File: config.mk
export PLATFORM = sky130hd
export DESIGN_NAME = seq_muldiv
export DESIGN_NICKNAME = d
export VERILOG_FILES = /design/src/rtl/seq_muldiv_pkg.sv /design/src/rtl/seq_muldiv_adder.sv /design/src/rtl/seq_muldiv.sv
export SDC_FILE = /design/constraint.sdc
export NUM_CORES = 1
export LEC_CHECK = 0
export ABC_AREA = 0
export CAP_MARGIN = 5
export CORE_MARGIN = 3
export CORE_UTILIZATION = 40
export CTS_CLUSTER_SIZE = 8
export DETAILED_ROUTE_END_ITERATION = 8
export REMOVE_ABC_BUFFERS = 1
export SLEW_MARGIN = 30
export SYNTH_ARGS = -nofsm -noshare
export SYNTH_HDL_FRONTEND = slang
export SYNTH_SLANG_ARGS = --single-unit
export TNS_END_PERCENT = 50
File: constraint.sdc
create_clock -name i_clk -period 9.2 [get_ports i_clk]
set_input_delay 2.76 -clock i_clk [delete_from_list [all_inputs] [get_ports i_clk]]
set_output_delay 2.76 -clock i_clk [all_outputs]
set_load 0.05 [all_outputs]
File: src/rtl/seq_muldiv_pkg.sv
// Shared definitions for the iterative multiply/divide unit:
// operand width, iteration count, FSM state encoding and op codes.
package seq_muldiv_pkg;

    localparam int unsigned WIDTH = 32;
    localparam int unsigned ITERS = 32;
    localparam int unsigned CNT_W = 5;

    localparam logic OP_MUL = 1'b0;
    localparam logic OP_DIV = 1'b1;

    typedef enum logic [1:0] {
        IDLE = 2'd0,
        RUN  = 2'd1,
        DONE = 2'd2
    } state_t;

endpackage

File: src/rtl/seq_muldiv_adder.sv
// Existing 32-bit add/subtract adder: i_ctr=0 adds, i_ctr=1 computes i_a - i_b.
// o_co is the 33rd bit; in subtract mode it is 1 when no borrow occurred.
import seq_muldiv_pkg::*;

module adder_32bits (
    input  logic [WIDTH-1:0] i_a,
    input  logic [WIDTH-1:0] i_b,
    input  logic             i_ctr,
    output logic [WIDTH-1:0] o_s,
    output logic             o_co
);

    logic [WIDTH-1:0] w_b_eff;
    logic [WIDTH:0]   w_sum;

    assign w_b_eff = i_ctr ? ~i_b : i_b;
    assign w_sum   = {1'b0, i_a} + {1'b0, w_b_eff} + (WIDTH+1)'(i_ctr);
    assign o_s     = w_sum[WIDTH-1:0];
    assign o_co    = w_sum[WIDTH];

endmodule

File: src/rtl/seq_muldiv.sv
// Iterative 32-bit unsigned multiply (shift-add) / divide (restoring) unit.
// One adder pass per cycle over 32 cycles; result in HI/LO with a done pulse.
import seq_muldiv_pkg::*;

module seq_muldiv (
    input  logic             i_clk,
    input  logic             i_rst_n,
    input  logic             i_start,
    input  logic             i_op,
    input  logic [WIDTH-1:0] i_a,
    input  logic [WIDTH-1:0] i_b,
    output logic             o_busy,
    output logic             o_done,
    output logic [WIDTH-1:0] o_hi,
    output logic [WIDTH-1:0] o_lo
);

    state_t           r_state;
    state_t           w_state_d;
    logic [CNT_W-1:0] r_cnt;
    logic [CNT_W-1:0] w_cnt_d;
    logic             r_op;
    logic             w_op_d;
    logic [WIDTH-1:0] r_b;
    logic [WIDTH-1:0] w_b_d;
    logic [WIDTH-1:0] r_hi;
    logic [WIDTH-1:0] w_hi_d;
    logic [WIDTH-1:0] r_lo;
    logic [WIDTH-1:0] w_lo_d;

    logic [WIDTH-1:0] w_rem;
    logic [WIDTH-1:0] w_add_a;
    logic [WIDTH-1:0] w_sum;
    logic             w_co;
    logic             w_last;

    // Partial remainder for division: HI shifted left, pulling in the next dividend bit.
    assign w_rem   = {r_hi[WIDTH-2:0], r_lo[WIDTH-1]};
    assign w_add_a = (r_op == OP_DIV) ? w_rem : r_hi;
    assign w_last  = (r_cnt == CNT_W'(ITERS - 1));

    adder_32bits u_adder (
        .i_a   (w_add_a),
        .i_b   (r_b),
        .i_ctr (r_op),
        .o_s   (w_sum),
        .o_co  (w_co)
    );

    always_ff @(posedge i_clk or negedge i_rst_n) begin
        if (!i_rst_n) begin
            r_state <= IDLE;
            r_cnt   <= '0;
            r_op    <= OP_MUL;
            r_b     <= '0;
            r_hi    <= '0;
            r_lo    <= '0;
        end else begin
            r_state <= w_state_d;
            r_cnt   <= w_cnt_d;
            r_op    <= w_op_d;
            r_b     <= w_b_d;
            r_hi    <= w_hi_d;
            r_lo    <= w_lo_d;
        end
    end

    always_comb begin
        w_state_d = r_state;
        w_cnt_d   = r_cnt;
        w_op_d    = r_op;
        w_b_d     = r_b;
        w_hi_d    = r_hi;
        w_lo_d    = r_lo;

        unique case (r_state)
            IDLE, DONE: begin
                w_state_d = IDLE;
                if (i_start) begin
                    w_state_d = RUN;
                    w_cnt_d   = '0;
                    w_op_d    = i_op;
                    w_b_d     = i_b;
                    w_hi_d    = '0;
                    w_lo_d    = i_a;
                end
            end
            RUN: begin
                w_cnt_d = r_cnt + CNT_W'(1);
                if (w_last) begin
                    w_state_d = DONE;
                end
                if (r_op == OP_DIV) begin
                    // msb set means the 33-bit remainder already exceeds any divisor.
                    if (r_hi[WIDTH-1] | w_co) begin
                        w_hi_d = w_sum;
                        w_lo_d = {r_lo[WIDTH-2:0], 1'b1};
                    end else begin
                        w_hi_d = w_rem;
                        w_lo_d = {r_lo[WIDTH-2:0], 1'b0};
                    end
                end else begin
                    if (r_lo[0]) begin
                        w_hi_d = {w_co, w_sum[WIDTH-1:1]};
                        w_lo_d = {w_sum[0], r_lo[WIDTH-1:1]};
                    end else begin
                        {w_hi_d, w_lo_d} = {1'b0, r_hi, r_lo[WIDTH-1:1]};
                    end
                end
            end
            default: begin
                w_state_d = IDLE;
            end
        endcase
    end

    assign o_busy = (r_state == RUN);
    assign o_done = (r_state == DONE);
    assign o_hi   = r_hi;
    assign o_lo   = r_lo;

endmodule
# ---- Yosys cells after proc, flatten, opt, wreduce, memory -nomap -nowiden
# Index checks and enable logic that the tools add are counted.
dict set report op_classes {
  n_addsub 3
  eq_ne 5
  reduce_logical 5
  bitwise 2
  muxes 17
}
# op count
set op_table {}
lappend op_table {{32-bit 2-to-1 mux} 9}
lappend op_table {{32-bit case mux with 2 select lines} 2}
lappend op_table {{32-bit by 32-bit adder with 33-bit output} 1}
lappend op_table {{33-bit by 1-bit adder with 33-bit output} 1}
lappend op_table {{32-bit NOT} 1}
lappend op_table {{5-bit case mux with 2 select lines} 1}
lappend op_table {{5-bit by 1-bit adder with 5-bit output, second input constant} 1}
lappend op_table {{5-bit == test, second input constant} 1}
lappend op_table {{5-bit 2-to-1 mux} 1}
lappend op_table {{2-bit case mux with 2 select lines} 1}
lappend op_table {{2-bit AND reduction} 2}
lappend op_table {{2-bit by 1-bit == test with 1-bit output, second input constant} 1}
lappend op_table {{2-bit == test, second input constant} 1}
lappend op_table {{2-bit zero test} 1}
lappend op_table {{1-bit 2-to-1 mux} 2}
lappend op_table {{2-bit 2-to-1 mux} 1}
lappend op_table {{2-bit by 1-bit != test with 1-bit output, second input constant} 1}
lappend op_table {{2-bit != test, second input constant} 1}
lappend op_table {{2-bit nonzero test} 1}
lappend op_table {{2-bit OR reduction} 1}
lappend op_table {{1-bit bitwise OR} 1}
dict set report word_totals {
  regBits 104
  out_inout_bits 66
  wordCells 38
  input_bits 68
}

# ---- Logic depth before layout (Yosys ltp)
dict set report depth {
  depth_word 8
  mapped_depth 18
  mapped_depth_nobuf 12
}

# ---- Hierarchy
# From an unflattened synthesis, not the netlist that was laid out.
dict set report unflattened {
  hier_cells 904
  area_unflattened_um2 7942.6
}
# module cells_each n_inst seq_area_each_um2 area_each_um2
set modules_own_cells {}
lappend modules_own_cells {seq_muldiv 604 1 2602.5 5841.9}
lappend modules_own_cells {adder_32bits 300 1 0.0 2100.8}

# ---- Least setup slack after synthesis
# Ideal clock, no wire load.
dict set report synth_path {
  path_kind {reg2out}
  start {register r_state[1]}
  end {output port o_busy}
  t_arrival_ps 1533
  stages_incl_launch_ff 5
  required_ps 6440
  setup_slack_ps 4907
  path_cell_list {dfrtp_1 > nand2b_1 > inv_1 > clkbuf_1 > buf_1}
}
dict set report synth_via {
  elab_chain_len 1
}
# item line
set synth_rtl {}
lappend synth_rtl {{from (decl)} seq_muldiv.sv:18} ;# state_t r_state;
lappend synth_rtl {{from (signal assigned)} seq_muldiv.sv:59} ;# r_state <= w_state_d;
lappend synth_rtl {{2-bit by 1-bit == test with 1-bit output} seq_muldiv.sv:117} ;# assign o_busy = (r_state == RUN);
lappend synth_rtl {{to (decl)} seq_muldiv.sv:12} ;# output logic o_busy,
# Every way passes these cells.

# ---- Final worst setup path
dict set report layout_path {
  start {register r_op}
  end {register r_hi[0] (netlist: o_hi[0])}
}
dict set report layout_via {
  elab_chain_len 7
  elab_cells_between_ends 9
}
# item line
set layout_rtl {}
lappend layout_rtl {{from (decl)} seq_muldiv.sv:22} ;# logic r_op;
lappend layout_rtl {{from (signal assigned)} seq_muldiv.sv:61} ;# r_op <= w_op_d;
lappend layout_rtl {{32-bit 2-to-1 mux (on tied branches)} {seq_muldiv.sv:39, seq_muldiv_adder.sv:16}}
lappend layout_rtl {{32-bit by 32-bit adder with 33-bit output} seq_muldiv_adder.sv:17} ;# assign w_sum = {1'b0, i_a} + {1'b0, w_b_eff} + (WIDTH+1)'(i_ctr);
lappend layout_rtl {{33-bit by 1-bit adder with 33-bit output} seq_muldiv_adder.sv:17}
lappend layout_rtl {{1-bit bitwise OR} seq_muldiv.sv:95} ;# if (r_hi[WIDTH-1] | w_co) begin
lappend layout_rtl {{32-bit 2-to-1 mux} seq_muldiv.sv:95}
lappend layout_rtl {{32-bit 2-to-1 mux (*)} seq_muldiv.sv:93} ;# if (r_op == OP_DIV) begin
lappend layout_rtl {{32-bit case mux with 2 select lines (*)} seq_muldiv.sv:76} ;# unique case (r_state)
lappend layout_rtl {{to (signal assigned)} seq_muldiv.sv:63} ;# r_hi <= w_hi_d;
lappend layout_rtl {{to (decl)} seq_muldiv.sv:26} ;# logic [WIDTH-1:0] r_hi;
# Mark *: on every way between the ends. The rest lies on a longest branch, timed or not.
# A chain may end at the register's enable or synchronous reset.

==> metrics.cfg <==
[finish]
instances_no_fill=1292
nNetsFinal=1129
seqCellArea_mm2=0.00261
drive_gt1_share_pct=7.07
multi_input_area_mm2=0.00491
antenna_cells=0
n_fill_cell=1864
areaGrowthSynthToFinish_pct=22.5

[critical_path]
critPathArrivalTime_ns=5.76
critical_path.max_fanout=73
critPathKind=flop to flop
cp_num_buf_inv=3
path_cells=buf_4 > buf_4 > mux2_2 > ha_1 > a21o_1 > a221oi_1 > a21oi_1 > o221ai_1 > nand2_1 > o21ai_1 > buf_4 > nor3_1 > nand3b_1 > a32o_1
r2r_slack_ns=3.68
endpoint_kind=flop
cp_slowest_stage_delay_ns=0.76
cp_data_required_time_ns=9.45
crit_top_cell=buf_4
path_delay_family=buffers and inverters
slowest_stage=dfrtp_4
r2r-start=r_op
worstSetupStartpointType=flop
reg2reg_to=o_hi[0]
r2r_cells=14

[logic_synthesis]
synthTopCellsByArea=dfrtp_1 33%, nand2_1 10%, ha_1 5.3%, xor2_1 5.3%, a211oi_1 5.0%
synth_top_area_cell=dfrtp_1
ys_async_sr_fraction_pct=100
synth_common_cells=216 x nand2_1, 104 x dfrtp_1, 52 x a211oi_1
postSynthCellCount=942
synth.avg_cell_area_um2=8.29
synth_cell_types=59
synth_most_common_cell=nand2_1
yosys_warnings=0
yosysSeqAreaShare_pct=33.3
ys.flop_type=dfrtp_1
synth-seq-cells=104
synth_area_mm2=0.00780
synth_edf_count=0
synth_top_area_share_pct=33.3

[timing]
finalSetupViolations=0
post-route-min-period_ns=5.52
max_freq_mhz=181
finalHoldViolations=0
fin_hold_ws_ns=0.499
slew_violations=0
setup_tns_ns=0
skew_ns=0.0123
tightest_slew_ns=0.843
rsz0062_at_grt=no
period_share_pct=60.0
slew_headroom_pct=42.4

[clock_tree]
cts_htree_levels=3
ctsResizeCount=0
clkSinkCount=104
clock_latency_ns=0.36
cts_tree=done
post_cts_buffers=0
clockBufferDepth=2
cts-root-buf=clkbuf_16
cts_hold_buf=0
clkSlewWorstSetupHoldPaths_ns=0.08
cts_inserted_buffers=9

[global_routing]
first_global_vias=6778
grtUsageTotal_pct=20.1
grt_first_pass_wirelength_um=35600
grt-ovfl-total=0
antenna_found_initial=1
grt_max_degree=77

[floorplanning]
die_w_um=146
start_util_pct=41.2
die_area_mm2=0.0212
io_pins=134
die-height_um=146
fp-row-count=50
core_mm2=0.0190

[outcome]
status=finished clean

[drt]
avgRoutedWirePerCell_um=16.4
antenna_left=0
drt_iter0_markers=437
num_vias=7068
drc=0
drtPass1Iterations=5
avgViaCountPerCell=5.47
drt_wl_total_um=21200

[placed_design]
dpl.hpwl_um=14500
port_buffers=133
gp_congestion=0.854
placed_cells=1276

[min_path]
hold_path_class=flop to flop
holdCritStartpoint=r_b[28]
min_to=r_b[28]
min_path_cells=2

[job]
cap_viol_max_count=0

[through the flow]
step                cell area [um^2]  setup WS, ns  utilization [%]
finish                          9560          3.68             50.4
global route                    9560          3.21             50.4
CTS                             9560          3.68             50.4
detailed placement              9280          3.73             48.9
global placement                9280          3.77             48.9
floorplan                       7520          2.03                -
[worst min-delay path, delay by kind of cell (launching register included)]
kind	cells	cell delay, ns
flip-flops	1	0.36
AND/OR/NAND/NOR	2	0.11
[cell families after synthesis]
logic type	share of synthesized area [%]
flip-flops	33.3
XOR/XNOR	6.85
buffers and inverters	3.96
AO/OA/AOI/OAI	23.4
adder cells (fa/ha/maj)	5.55
AND/OR/NAND/NOR	19.8
multiplexers	7.05
[routing by layer]
metal / GRT usage, % / vias up / wire length (um)
li1: - / 3558 / -
met1: 27.9 / 3336 / 10300
met2: 31.3 / 152 / 9440
met3: 4.76 / 20 / 1150
met4: 6.03 / 2 / 378
met5: 0 / - / 9
[layout by cell type (no fill, tap or decap), types with 6 or more instances in the layout]
cell type	instances
a211oi_1	52
a21o_1	13
a21oi_1	50
a22o_1	20
a31oi_1	44
buf_4	11
clkbuf_16	9
clkdlybuf4s50_1	132
dfrtp_1	103
ha_1	33
inv_1	6
mux2_2	31
mux2i_1	19
nand2_1	216
nand3_1	10
nor2_1	31
nor2b_1	47
nor3_1	14
o211ai_1	10
o21ai_0	29
xnor2_1	14
xor2_1	47
[final cells by class]
cell class / count / area share, %
multi-input combinational: 761 / 51.3
timing repair buffer: 144 / 14.8
tap: 260 / 3.40
sequential: 104 / 27.3
inverter: 7 / 0.275
clock buffer: 10 / 2.39
clock inverter: 6 / 0.523
[state kept, by name, indices dropped and copies added, names as in the netlist]
name	count
o_hi	32
o_lo	32
r_b	32
r_cnt	5
r_state	2
r_op	1
[worst max path at each step]
| stage | end | start | slack [ns] | cells after the start |
|---|---|---|---|---|
| 2_1_floorplan | o_hi[1] | r_op | 2.03 | 11 |
| 3_3_place_gp | o_hi[1] | r_op | 3.77 | 14 |
| 3_5_place_dp | o_hi[0] | r_op | 3.73 | 14 |
| 4_1_cts | o_hi[0] | r_op | 3.68 | 14 |
| 5_1_grt | o_hi[0] | r_op | 3.21 | 14 |
| 6_report | o_hi[0] | r_op | 3.68 | 14 |
Power is left out: the tool's default activity adds up to more than one toggle a clock period on the data nets, which glitch-free logic cannot reach.
